**config.mk**
```make
export PLATFORM = sky130hd
export DESIGN_NAME = instr_encoder
export DESIGN_NICKNAME = d
export VERILOG_FILES = /design/src/rtl/instr_encoder.sv
export SDC_FILE = /design/constraint.sdc
export NUM_CORES = 1
export LEC_CHECK = 0
export CELL_PAD_IN_SITES_DETAIL_PLACEMENT = 1
export CELL_PAD_IN_SITES_GLOBAL_PLACEMENT = 2
export CORE_ASPECT_RATIO = 1.75
export CORE_MARGIN = 2
export CORE_UTILIZATION = 41
export DETAILED_ROUTE_END_ITERATION = 12
export PLACE_DENSITY = 0.88
export SYNTH_ARGS = -nofsm -noshare
export SYNTH_HDL_FRONTEND = slang
export SYNTH_SLANG_ARGS = --single-unit
```
**constraint.sdc**
```tcl
create_clock -name clk -period 7.9 [get_ports clk]
set_input_delay 1.58 -clock clk [delete_from_list [all_inputs] [get_ports clk]]
set_output_delay 1.58 -clock clk [all_outputs]
set_load 0.1 [all_outputs]
```
**src/rtl/instr_encoder.sv**
```systemverilog
// MIPS instruction encoder with a session FSM and an output FIFO.
// Field sets (R/I/J formats) are packed into 32-bit words. Each word is tagged
// with a running word address and queued for a ready/valid consumer.
module instr_encoder #(
  parameter int FIFO_DEPTH = 4
) (
  input  logic        clk,
  input  logic        rest,
  input  logic        start,
  input  logic [31:0] base_addr,
  input  logic        in_valid,
  output logic        in_ready,
  input  logic        in_last,
  input  logic [1:0]  fmt,
  input  logic [5:0]  op,
  input  logic [4:0]  rs,
  input  logic [4:0]  rt,
  input  logic [4:0]  rd,
  input  logic [4:0]  shamt,
  input  logic [5:0]  funct,
  input  logic [15:0] imm,
  input  logic [25:0] target,
  output logic        out_valid,
  input  logic        out_ready,
  output logic [31:0] out_word,
  output logic [31:0] out_addr,
  output logic        busy,
  output logic        done,
  output logic [7:0]  err_cnt
);

  localparam int AW = $clog2(FIFO_DEPTH);
  localparam int CW = AW + 1;
  localparam logic [31:0] BREAK_WORD = 32'h0000_000D;

  typedef enum logic [1:0] {S_IDLE, S_RUN, S_DRAIN} state_t;

  state_t          r_state;
  state_t          w_state_nxt;
  logic [31:0]     r_pc;
  logic [7:0]      r_err_cnt;
  logic [31:0]     r_mem_word [FIFO_DEPTH];
  logic [31:0]     r_mem_addr [FIFO_DEPTH];
  logic [AW-1:0]   r_wptr;
  logic [AW-1:0]   r_rptr;
  logic [CW-1:0]   r_count;

  logic            w_push;
  logic            w_pop;
  logic            w_done;
  logic            w_illegal;
  logic [31:0]     w_enc_word;

  // Pack one field set; an illegal format becomes a break instruction.
  function automatic logic [31:0] encode(
    input logic [1:0]  f,
    input logic [5:0]  f_op,
    input logic [4:0]  f_rs,
    input logic [4:0]  f_rt,
    input logic [4:0]  f_rd,
    input logic [4:0]  f_shamt,
    input logic [5:0]  f_funct,
    input logic [15:0] f_imm,
    input logic [25:0] f_target
  );
    logic [31:0] w;
    case (f)
      2'd0:    w = {6'b000000, f_rs, f_rt, f_rd, f_shamt, f_funct};
      2'd1:    w = {f_op, f_rs, f_rt, f_imm};
      2'd2:    w = {f_op, f_target};
      default: w = BREAK_WORD;
    endcase
    return w;
  endfunction

  // Increment that sticks at the all-ones value instead of wrapping.
  function automatic logic [7:0] sat_inc(input logic [7:0] v);
    return (v == 8'hFF) ? v : v + 8'd1;
  endfunction

  assign w_illegal  = (fmt == 2'd3);
  assign w_enc_word = encode(fmt, op, rs, rt, rd, shamt, funct, imm, target);

  // The "not full" test uses the count before the edge, so a full FIFO
  // that is popping this cycle still refuses a push.
  assign in_ready  = (r_state == S_RUN) && (r_count < CW'(FIFO_DEPTH));
  assign out_valid = (r_count != '0);
  assign w_push    = in_valid && in_ready;
  assign w_pop     = out_valid && out_ready;
  assign out_word  = out_valid ? r_mem_word[r_rptr] : 32'h0;
  assign out_addr  = out_valid ? r_mem_addr[r_rptr] : 32'h0;
  assign busy      = (r_state != S_IDLE);
  assign done      = w_done;
  assign err_cnt   = r_err_cnt;

  // Next-state logic; done fires in the first DRAIN cycle that sees an empty FIFO.
  always_comb begin
    w_state_nxt = r_state;
    w_done      = 1'b0;
    case (r_state)
      S_IDLE:  if (start) w_state_nxt = S_RUN;
      S_RUN:   if (w_push && in_last) w_state_nxt = S_DRAIN;
      S_DRAIN: begin
        if (r_count == '0) begin
          w_done      = 1'b1;
          w_state_nxt = S_IDLE;
        end
      end
      default: w_state_nxt = S_IDLE;
    endcase
  end

  // Control state: FSM, address counter, error counter and FIFO pointers.
  always_ff @(posedge clk) begin
    if (rest) begin
      r_state   <= S_IDLE;
      r_pc      <= 32'h0;
      r_err_cnt <= 8'h0;
      r_wptr    <= '0;
      r_rptr    <= '0;
      r_count   <= '0;
    end else begin
      r_state <= w_state_nxt;
      if ((r_state == S_IDLE) && start) begin
        r_pc      <= base_addr & 32'hFFFF_FFFC;
        r_err_cnt <= 8'h0;
      end else if (w_push) begin
        r_pc <= r_pc + 32'd4;
        if (w_illegal) r_err_cnt <= sat_inc(r_err_cnt);
      end
      if (w_push) r_wptr <= r_wptr + 1'b1;
      if (w_pop)  r_rptr <= r_rptr + 1'b1;
      case ({w_push, w_pop})
        2'b10:   r_count <= r_count + 1'b1;
        2'b01:   r_count <= r_count - 1'b1;
        default: r_count <= r_count;
      endcase
    end
  end

  // FIFO storage is left unreset; output gating hides stale entries.
  always_ff @(posedge clk) begin
    if (w_push) begin
      r_mem_word[r_wptr] <= w_enc_word;
      r_mem_addr[r_wptr] <= r_pc;
    end
  end

endmodule

```
==> results.json, run 1 <==
{
  "status": "finished, final reports clean",
  "layout.nets": 1131,
  "clk_pin_slew_ns": 0.07,
  "grt_pass1_wl_um": 47500,
  "multi_input_area_um2": 3950,
  "hpwlAfterDp_um": 19700,
  "fin_ws_ns": 2.54,
  "wl_per_cell_um": 21.8,
  "drt_iter0_markers": 454,
  "vias": 7836,
  "syn_to_final_growth_pct": 24.3,
  "grt.total_usage_pct": 19.2,
  "tightestPinTransition_ns": 1.08,
  "fin_util_pct": 51.4,
  "synth.ff_latch_count": 297,
  "hp-class": "reg -> reg",
  "finalCriticalPeriod_ns": 5.36,
  "route.detailed.drc": 0,
  "worstSetupEndpointType": "output port",
  "first_pass_iters": 4,
  "core_um2": 30600,
  "ctsResizeCount": 0,
  "synthCells": 836,
  "seq_area_um2": 8430,
  "die_w_um": 137,
  "place_area_um2": 14900,
  "numPortBuffers": 185,
  "post_drt_via_cell_ratio": 5.51,
  "wl_um": 31000,
  "n_antenna_cell": 0,
  "cp_max_fo": 38,
  "drv_slew": 0,
  "start_util_pct": 41.3,
  "post-cts-setup-buffers": 0,
  "worstSkewPairLatency_ns": 0.55,
  "synth-main-ff-cell": "edfxtp_1",
  "dp_slack_ns": 2.95,
  "max_slew_margin_pct": 27.9,
  "fin_cells": 1421,
  "drt.antenna.violating_nets": 0,
  "timing.rr.end": "r_pc[26]$_SDFFE_PP0P_",
  "dp_cells": 1371,
  "rr_startpoint": "r_state[0]$_SDFFE_PP0P_",
  "synth.avg_cell_area_um2": 15.1,
  "synth_edf_count": 248,
  "grt_max_degree": 66,
  "final_cell_area_um2": 15700,
  "grt_pass1_vias": 8388,
  "holdPathEnd": "r_wptr[1]$_SDFFE_PP0P_",
  "rrSetupSlack_ns": 5.02,
  "num-fill-cells": 2988,
  "htreeDepth": 1,
  "setup_viol": 0,
  "cts_buffers": 27,
  "yosysWarnings": 0,
  "cts_sinks": 297,
  "whs_ns": 0.506,
  "crit_required_ns": 6.32,
  "die_area_um2": 32400,
  "min-delay-start": "r_wptr[1]$_SDFFE_PP0P_",
  "antenna_found_initial": 0,
  "async_flop_share_pct": 0,
  "period_share_pct": 67.9,
  "worstHoldPathCells": 2,
  "power_mw": 5.27,
  "syn-cell-area_um2": 12700,
  "postCtsHoldBufs": 0,
  "reg2reg_depth": 5,
  "worstSetupPathType": "reg -> out",
  "die_height_um": 236,
  "pin_count": 190,
  "arrival_ns": 3.78,
  "drv_cap": 0,
  "cts_tree": "done",
  "yosysSeqAreaShare_pct": 66.6,
  "gp_congestion": 0.778,
  "power.leakage_nw": 5.03,
  "drive_above_1_share_pct": 13.7,
  "clock_skew_ns": 0.0294,
  "timing.final.hold_violations": 0,
  "clock_path_buffers": 3,
  "rsz0062_at_grt": "false",
  "clock.fmax_mhz": 186,
  "power.density_nw_per_um2": 335,
  "peakVddDrop_uv": 333,
  "setup_tns_ns": 0,
  "rows": 85,
  "start_kind": "flop",
  "yosysUniqueCellTypes": 51,
  "gr-total-overflow": 0,
  "cts_root_buf": "clkbuf_16"
}
synth_stat cells, types with 5 or more instances:
master,number,area (µm²)
mux2_2,7,78.8
mux2i_1,14,140
inv_1,20,75.1
mux4_2,62,1400
nand3_1,22,110
and2_1,74,463
clkbuf_1,36,135
a21oi_1,11,55.1
o31ai_1,5,37.5
xnor2_1,8,70.1
o211ai_1,5,37.5
or3_1,17,106
xor2_1,7,61.3
dfxtp_1,49,981
a211oi_1,8,60.1
nor3_1,9,45.0
o21ai_0,37,185
ha_1,7,87.6
nand4_1,13,81.3
buf_1,11,41.3
or4_1,12,90.1
nor2_1,34,128
a311oi_1,8,70.1
and3_1,5,31.3
edfxtp_1,248,7450
nand2_1,55,206
layout make-up:
type / instances / area share [%]
Tap cell: 391 / 3.11
Clock buffer: 30 / 4.43
Timing Repair Buffer: 196 / 12.3
Clock inverter: 20 / 1.06
Sequential cell: 297 / 53.6
Multi-Input combinational cell: 466 / 25.1
Inverter: 21 / 0.501
where the power goes:
part	switching, mW	total, mW	internal (mW)
Clock	0.567	1.27	0.705
Combinational	1.53	2.12	0.594
Sequential	0.107	1.88	1.77
how the worst max path moves through the flow:
stage	startpoint	endpoint	slack, ns	cells after the start
2_1_floorplan	r_count[2]$_SDFFE_PP0P_	done	2.63	3
3_3_place_gp	flop	out_addr[21]	2.97	4
3_5_place_dp	flop	out_addr[21]	2.95	4
4_1_cts	flop	out_addr[21]	2.36	4
5_1_grt	flop	out_addr[12]	2.24	4
6_report	flop	out_addr[21]	2.54	4
flip-flops by register name, indices dropped and copies added, names as in the netlist, named ones only:
register    cells
r_mem_word    128
r_mem_addr    120
r_pc           30
err_cnt         8
r_count         3
r_rptr          2
r_state         2
r_wptr          2
kinds of logic (layout without fill, tap and decap cells):
family | Yosys count | in the layout | synth area share, %
AO/OA/AOI/OAI | 93 | 93 | 4.90
buffers and inverters | 74 | 267 | 2.39
other | 1 | 2 | 0.0296
multiplexers | 83 | 83 | 12.8
flip-flops | 297 | 297 | 66.6
XOR/XNOR | 15 | 15 | 1.04
adder cells (fa/ha/maj) | 8 | 8 | 0.850
AND/OR/NAND/NOR | 265 | 265 | 11.5
layout by cell type, fill, tap and decap left out, drive strengths merged, types with 13 or more instances in the layout:
cell           Yosys  routed
and2              74      74
clkbuf            36      30
clkdlybuf4s50      0     184
dfxtp             49      49
edfxtp           248     248
inv               21      23
mux2i             14      14
mux4              62      62
nand2             55      55
nand3             22      22
nand4             13      13
nor2              34      34
o21ai             37      37
or3               17      17
or4               14      14
worst max-delay path, cell delays in order, from the launching register on:
cell	delay [ns]
dfxtp_4	0.86
buf_4	0.58
mux4_2	0.63
and2_1	0.18
clkdlybuf4s50_1	0.96
routing by layer:
| metal | global-route usage (%) | wire length [µm] | vias to the layer above |
|---|---|---|---|
| met2 | 36.7 | 17400 | 193 |
| met4 | 6.40 | 898 | 0 |
| met3 | 2.31 | 1240 | 40 |
| met1 | 21.6 | 11500 | 4029 |
| li1 | - | - | 3574 |
| met5 | 0 | 0 | - |
No activity file was read; power rests on OpenSTA's default activity.
==> run 2: changes to the inputs <==
--- a/config.mk
+++ b/config.mk
@@ -9,9 +9,9 @@
 export CELL_PAD_IN_SITES_GLOBAL_PLACEMENT = 2
 export CORE_ASPECT_RATIO = 1.75
 export CORE_MARGIN = 2
-export CORE_UTILIZATION = 41
+export CORE_UTILIZATION = 35
 export DETAILED_ROUTE_END_ITERATION = 12
-export PLACE_DENSITY = 0.88
+export PLACE_DENSITY = 0.81
 export SYNTH_ARGS = -nofsm -noshare
 export SYNTH_HDL_FRONTEND = slang
 export SYNTH_SLANG_ARGS = --single-unit
==> constraint.sdc (replaced) <==
create_clock -name clk -period 4.5 [get_ports clk]
set_input_delay 0.9 -clock clk [delete_from_list [all_inputs] [get_ports clk]]
set_output_delay 0.9 -clock clk [all_outputs]
set_load 0.1 [all_outputs]
==> run 2 against run 1 <==
- combinational power increased by 74%
- utilization decreased by 7.2 points
- power increased by 75%
- sequential power increased by 74%
- non-clock buffer count increased by 4
- largest power group unchanged
- critical path depth decreased by 1
- clock power increased by 78%
- clock skew decreased by 0.012 ns
==> results.json, run 2 (synthesis results as in run 1) <==
{
  "status": "finished, final reports clean",
  "start_kind": "flop",
  "worstPathCellList": "mux4_2 -> and2_1 -> clkdlybuf4s50_1",
  "finalCriticalPeriod_ns": 4.06,
  "rows": 92,
  "arrival_ns": 3.16,
  "largest_reg_flops": 128,
  "grt_pass1_vias": 8387,
  "antenna_found_initial": 0,
  "hpwlAfterDp_um": 20700,
  "place_area_um2": 14900,
  "final_cell_area_um2": 15800,
  "most-common-layout-cells": "edfxtp_1, clkdlybuf4s50_1, and2_1",
  "gp_congestion": 0.723,
  "drive_above_1_share_pct": 18.5,
  "power.leakage_nw": 5.16,
  "worstSetupEndpointType": "output port",
  "clk_pin_slew_ns": 0.06,
  "cp_slowest_stage_delay_ns": 0.97,
  "die_area_um2": 37800,
  "grt.total_usage_pct": 16.6,
  "die_height_um": 256,
  "wl_per_cell_um": 20.9,
  "drv_slew": 0,
  "peakVddDrop_uv": 600,
  "period_share_pct": 90.3,
  "critPathBufInv": 1,
  "max_slew_margin_pct": 28.8,
  "cp_top_family": "buffers and inverters",
  "worstSetupPathType": "reg -> out",
  "hp-class": "reg -> reg",
  "rsz0062_at_grt": "false",
  "setup_viol": 0,
  "worstSkewPairLatency_ns": 0.55,
  "htreeDepth": 1,
  "n_antenna_cell": 0,
  "vias": 7693,
  "gr-total-overflow": 0,
  "cts_root_buf": "clkbuf_16",
  "cts_tree": "done",
  "setup_tns_ns": 0,
  "grt_max_degree": 63,
  "clock.fmax_mhz": 246,
  "die_w_um": 148,
  "postCtsHoldBufs": 0,
  "start_util_pct": 35.4,
  "post_drt_via_cell_ratio": 5.12,
  "clock_skew_ns": 0.0173,
  "power.density_nw_per_um2": 584,
  "tightestPinTransition_ns": 1.07,
  "numPortBuffers": 185,
  "cts_buffers": 27,
  "route.detailed.drc": 0,
  "top_regs": "r_mem_word (128), r_mem_addr (120), r_pc (30)",
  "crit_required_ns": 3.60,
  "timing.final.hold_violations": 0,
  "syn_to_final_growth_pct": 24.8,
  "grt_pass1_wl_um": 48500,
  "drt.antenna.violating_nets": 0,
  "first_pass_iters": 6,
  "pin_count": 190,
  "slowest_stage": "clkdlybuf4s50_1",
  "ctsResizeCount": 0,
  "layout.nets": 1135,
  "drt_iter0_markers": 360,
  "wl_um": 31500,
  "clock_path_buffers": 3,
  "layout_commonest_cell": "edfxtp_1",
  "drv_cap": 0,
  "cts_sinks": 297,
  "core_um2": 35800,
  "regMostFlops": "r_mem_word",
  "post-cts-setup-buffers": 0,
  "cp_max_fo": 30
}
-- run 2: cell count changes in the layout (fill, tap and decap cells not counted), sizes merged --
| cell | before | now |
|---|---|---|
| clkinvlp | 4 | 2 |
| buf | 12 | 65 |
| clkbuf | 30 | 36 |
| inv | 23 | 24 |
| clkinv | 12 | 7 |
| clkdlybuf4s50 | 184 | 135 |
-- run 2: report_power, final --
part	total (mW)	switching [mW]	leakage, nW	internal, mW
registers	3.28	0.177	2.68	3.10
clock network	2.26	0.995	0.416	1.26
logic	3.69	2.71	2.07	0.982
-- run 2: layer usage --
metal	wire length (µm)	up-vias	share of wire (%)	GRT usage [%]
met4	695	0	2.2	5.10
met5	0	-	0	0
met1	11900	3912	38	18.7
met3	1310	35	4.2	2.25
met2	17500	158	56	31.8
li1	-	3588	-	-
-- run 2: worst reg2reg max path: cells and delay by family, from the launching register on --
| kind | cells | cell delay [ns] |
|---|---|---|
| flip-flops | 1 | 0.47 |
| AO/OA/AOI/OAI | 1 | 0.14 |
| buffers and inverters | 1 | 0.23 |
| AND/OR/NAND/NOR | 3 | 1.88 |
-- run 2: worst paths after layout --
check / start / endpoint / slack [ns] / depth (start not counted)
min: r_wptr[1]$_SDFFE_PP0P_ / r_wptr[1]$_SDFFE_PP0P_ / 0.50 / 2
max reg2reg: r_state[0]$_SDFFE_PP0P_ / r_pc[26]$_SDFFE_PP0P_ / 1.66 / 5
min reg2reg: r_wptr[1]$_SDFFE_PP0P_ / r_wptr[1]$_SDFFE_PP0P_ / 0.50 / 2
max: flop / out_addr[12] / 0.44 / 3
-- run 2: stage by stage --
step	worst slack, ns	hold slack [ns]	utilization [%]	cells	power (mW)
global placement	0.858	0.490	41.7	1454	7.05
finish	0.438	0.498	44.1	1504	9.23
detailed placement	0.825	0.491	41.7	1454	7.09
CTS	0.352	0.499	44.1	1504	9.38
floorplan	0.885	0.458	-	837	6.16
global route	0.302	0.538	44.1	1504	9.57
-- run 2: final cells by class --
type	count	area [µm²]
multi-input combinational	466	3950
clock inverter	14	135
sequential	297	8430
timing repair buffer	200	1890
fill	3572	20000
inverter	21	78.8
clock buffer	36	729
tap	470	588
==> run 3: changes to the inputs <==
--- a/config.mk
+++ b/config.mk
@@ -11,7 +11,7 @@
 export CORE_MARGIN = 2
 export CORE_UTILIZATION = 35
 export DETAILED_ROUTE_END_ITERATION = 12
-export PLACE_DENSITY = 0.81
+export PLACE_DENSITY = 0.76
 export SYNTH_ARGS = -nofsm -noshare
 export SYNTH_HDL_FRONTEND = slang
 export SYNTH_SLANG_ARGS = --single-unit
==> run 3 against run 2 <==
- register-to-register slack got worse by 0.03 ns
- final area rose by 0.58%
- die area did not move
- first-iteration DRC count fell by 1.7%
- routed wire length rose by 0.39%
- setup slack improved by 0.016 ns
- sequential cell count did not move
- final cell count rose by 0.33%
- largest cell class unchanged
- largest power group unchanged
==> results.json, run 3 (synthesis results as in run 1) <==
{
  "drv_cap": 0,
  "clock.fmax_mhz": 247,
  "cts_root_buf": "clkbuf_16",
  "setup_viol": 0,
  "cp_slowest_stage_delay_ns": 0.96,
  "clk_pin_slew_ns": 0.07,
  "grt_max_degree": 63,
  "grt_pass1_vias": 8395,
  "vias": 7751,
  "rows": 92,
  "finalCriticalPeriod_ns": 4.05,
  "die_w_um": 148,
  "drt_iter0_markers": 354,
  "worstPathCellList": "mux4_2 -> and2_1 -> clkdlybuf4s50_1",
  "status": "finished, final reports clean",
  "drv_slew": 0,
  "cts_buffers": 28,
  "worstSetupEndpointType": "output port",
  "power.density_nw_per_um2": 587,
  "max_slew_margin_pct": 31.2,
  "worstSetupPathType": "reg -> out",
  "arrival_ns": 3.15,
  "syn_to_final_growth_pct": 25.5,
  "post_drt_via_cell_ratio": 5.14,
  "gp_congestion": 0.793,
  "wl_per_cell_um": 20.9,
  "start_kind": "flop",
  "worstSkewPairLatency_ns": 0.55,
  "clock_skew_ns": 0.0100,
  "grt_pass1_wl_um": 48900,
  "post-cts-setup-buffers": 0,
  "htreeDepth": 1,
  "drive_above_1_share_pct": 18.7,
  "slowest_stage": "clkdlybuf4s50_1",
  "grt.total_usage_pct": 16.8,
  "top_regs": "r_mem_word (128), r_mem_addr (120), r_pc (30)",
  "die_height_um": 256,
  "crit_required_ns": 3.60,
  "power.leakage_nw": 5.19,
  "cp_top_family": "buffers and inverters",
  "numPortBuffers": 185,
  "gr-total-overflow": 0,
  "drt.antenna.violating_nets": 0,
  "ctsResizeCount": 0,
  "setup_tns_ns": 0,
  "clock_path_buffers": 3,
  "tightestPinTransition_ns": 1.03,
  "wl_um": 31600,
  "postCtsHoldBufs": 0,
  "core_um2": 35800,
  "cts_sinks": 297,
  "largest_reg_flops": 128,
  "layout.nets": 1140,
  "power_mw": 9.33,
  "pin_count": 190,
  "timing.final.hold_violations": 0,
  "peakVddDrop_uv": 595,
  "period_share_pct": 89.9,
  "start_util_pct": 35.4,
  "layout_commonest_cell": "edfxtp_1",
  "critPathBufInv": 1,
  "cp_max_fo": 30,
  "rsz0062_at_grt": "false",
  "first_pass_iters": 4,
  "most-common-layout-cells": "edfxtp_1, clkdlybuf4s50_1, and2_1",
  "hp-class": "reg -> reg",
  "route.detailed.drc": 0,
  "cts_tree": "done",
  "n_antenna_cell": 0,
  "regMostFlops": "r_mem_word",
  "antenna_found_initial": 0,
  "hpwlAfterDp_um": 20800,
  "die_area_um2": 37800
}
-- run 3: cell count changes in the layout (fill, tap and decap cells not counted), sizes merged --
cell,previous run,this run
inv,24,22
clkbuf,36,38
clkdlybuf4s50,135,140
bufinv,2,1
buf,65,64
clkinvlp,2,4
-- run 3: final timing paths --
| kind | startpoint | to | slack, ns | cells after the start |
|---|---|---|---|---|
| max | flop | out_addr[31] | 0.45 | 3 |
| min | r_wptr[1]$_SDFFE_PP0P_ | r_wptr[1]$_SDFFE_PP0P_ | 0.51 | 2 |
| max reg2reg | r_state[0]$_SDFFE_PP0P_ | r_pc[28]$_SDFFE_PP0P_ | 1.63 | 5 |
| min reg2reg | r_wptr[1]$_SDFFE_PP0P_ | r_wptr[1]$_SDFFE_PP0P_ | 0.51 | 2 |
-- run 3: area by class of cell --
type,instances,area (µm²)
clock buffers,38,812
clock inverters,13,101
fillers,3597,19900
inverters,21,78.8
multi-input cells,466,3950
flip-flops and latches,297,8430
well taps,470,588
repair buffers,204,1930
-- run 3: worst register-to-register path: cells and delay by family, from the launching register on --
| family | cells | cell delay, ns |
|---|---|---|
| compound gates | 1 | 0.14 |
| buf+inv | 1 | 0.23 |
| simple gates | 3 | 1.92 |
| flops | 1 | 0.48 |
-- run 3: metrics by stage --
step	utilization (%)	cell area (µm²)	setup WS [ns]	cells	hold slack, ns
after detailed placement	41.8	15000	0.787	1458	0.503
after floorplan	-	12700	0.885	837	0.458
final	44.4	15900	0.453	1509	0.509
after global routing	44.4	15900	0.288	1509	0.539
after global placement	41.8	15000	0.799	1458	0.489
after CTS	44.4	15900	0.338	1509	0.517
-- run 3: where the power goes --
| group | internal, mW | total [mW] | switching [mW] |
|---|---|---|---|
| registers | 3.10 | 3.28 | 0.179 |
| clock network | 1.32 | 2.32 | 0.998 |
| logic | 1.00 | 3.72 | 2.72 |
-- run 3: per-layer routing --
layer	GRT usage, %	part of all wire, %	up-vias
met2	31.9	55	178
li1	-	-	3591
met1	19.2	38	3935
met5	0	0	-
met4	5.64	2.5	0
met3	2.07	3.9	47
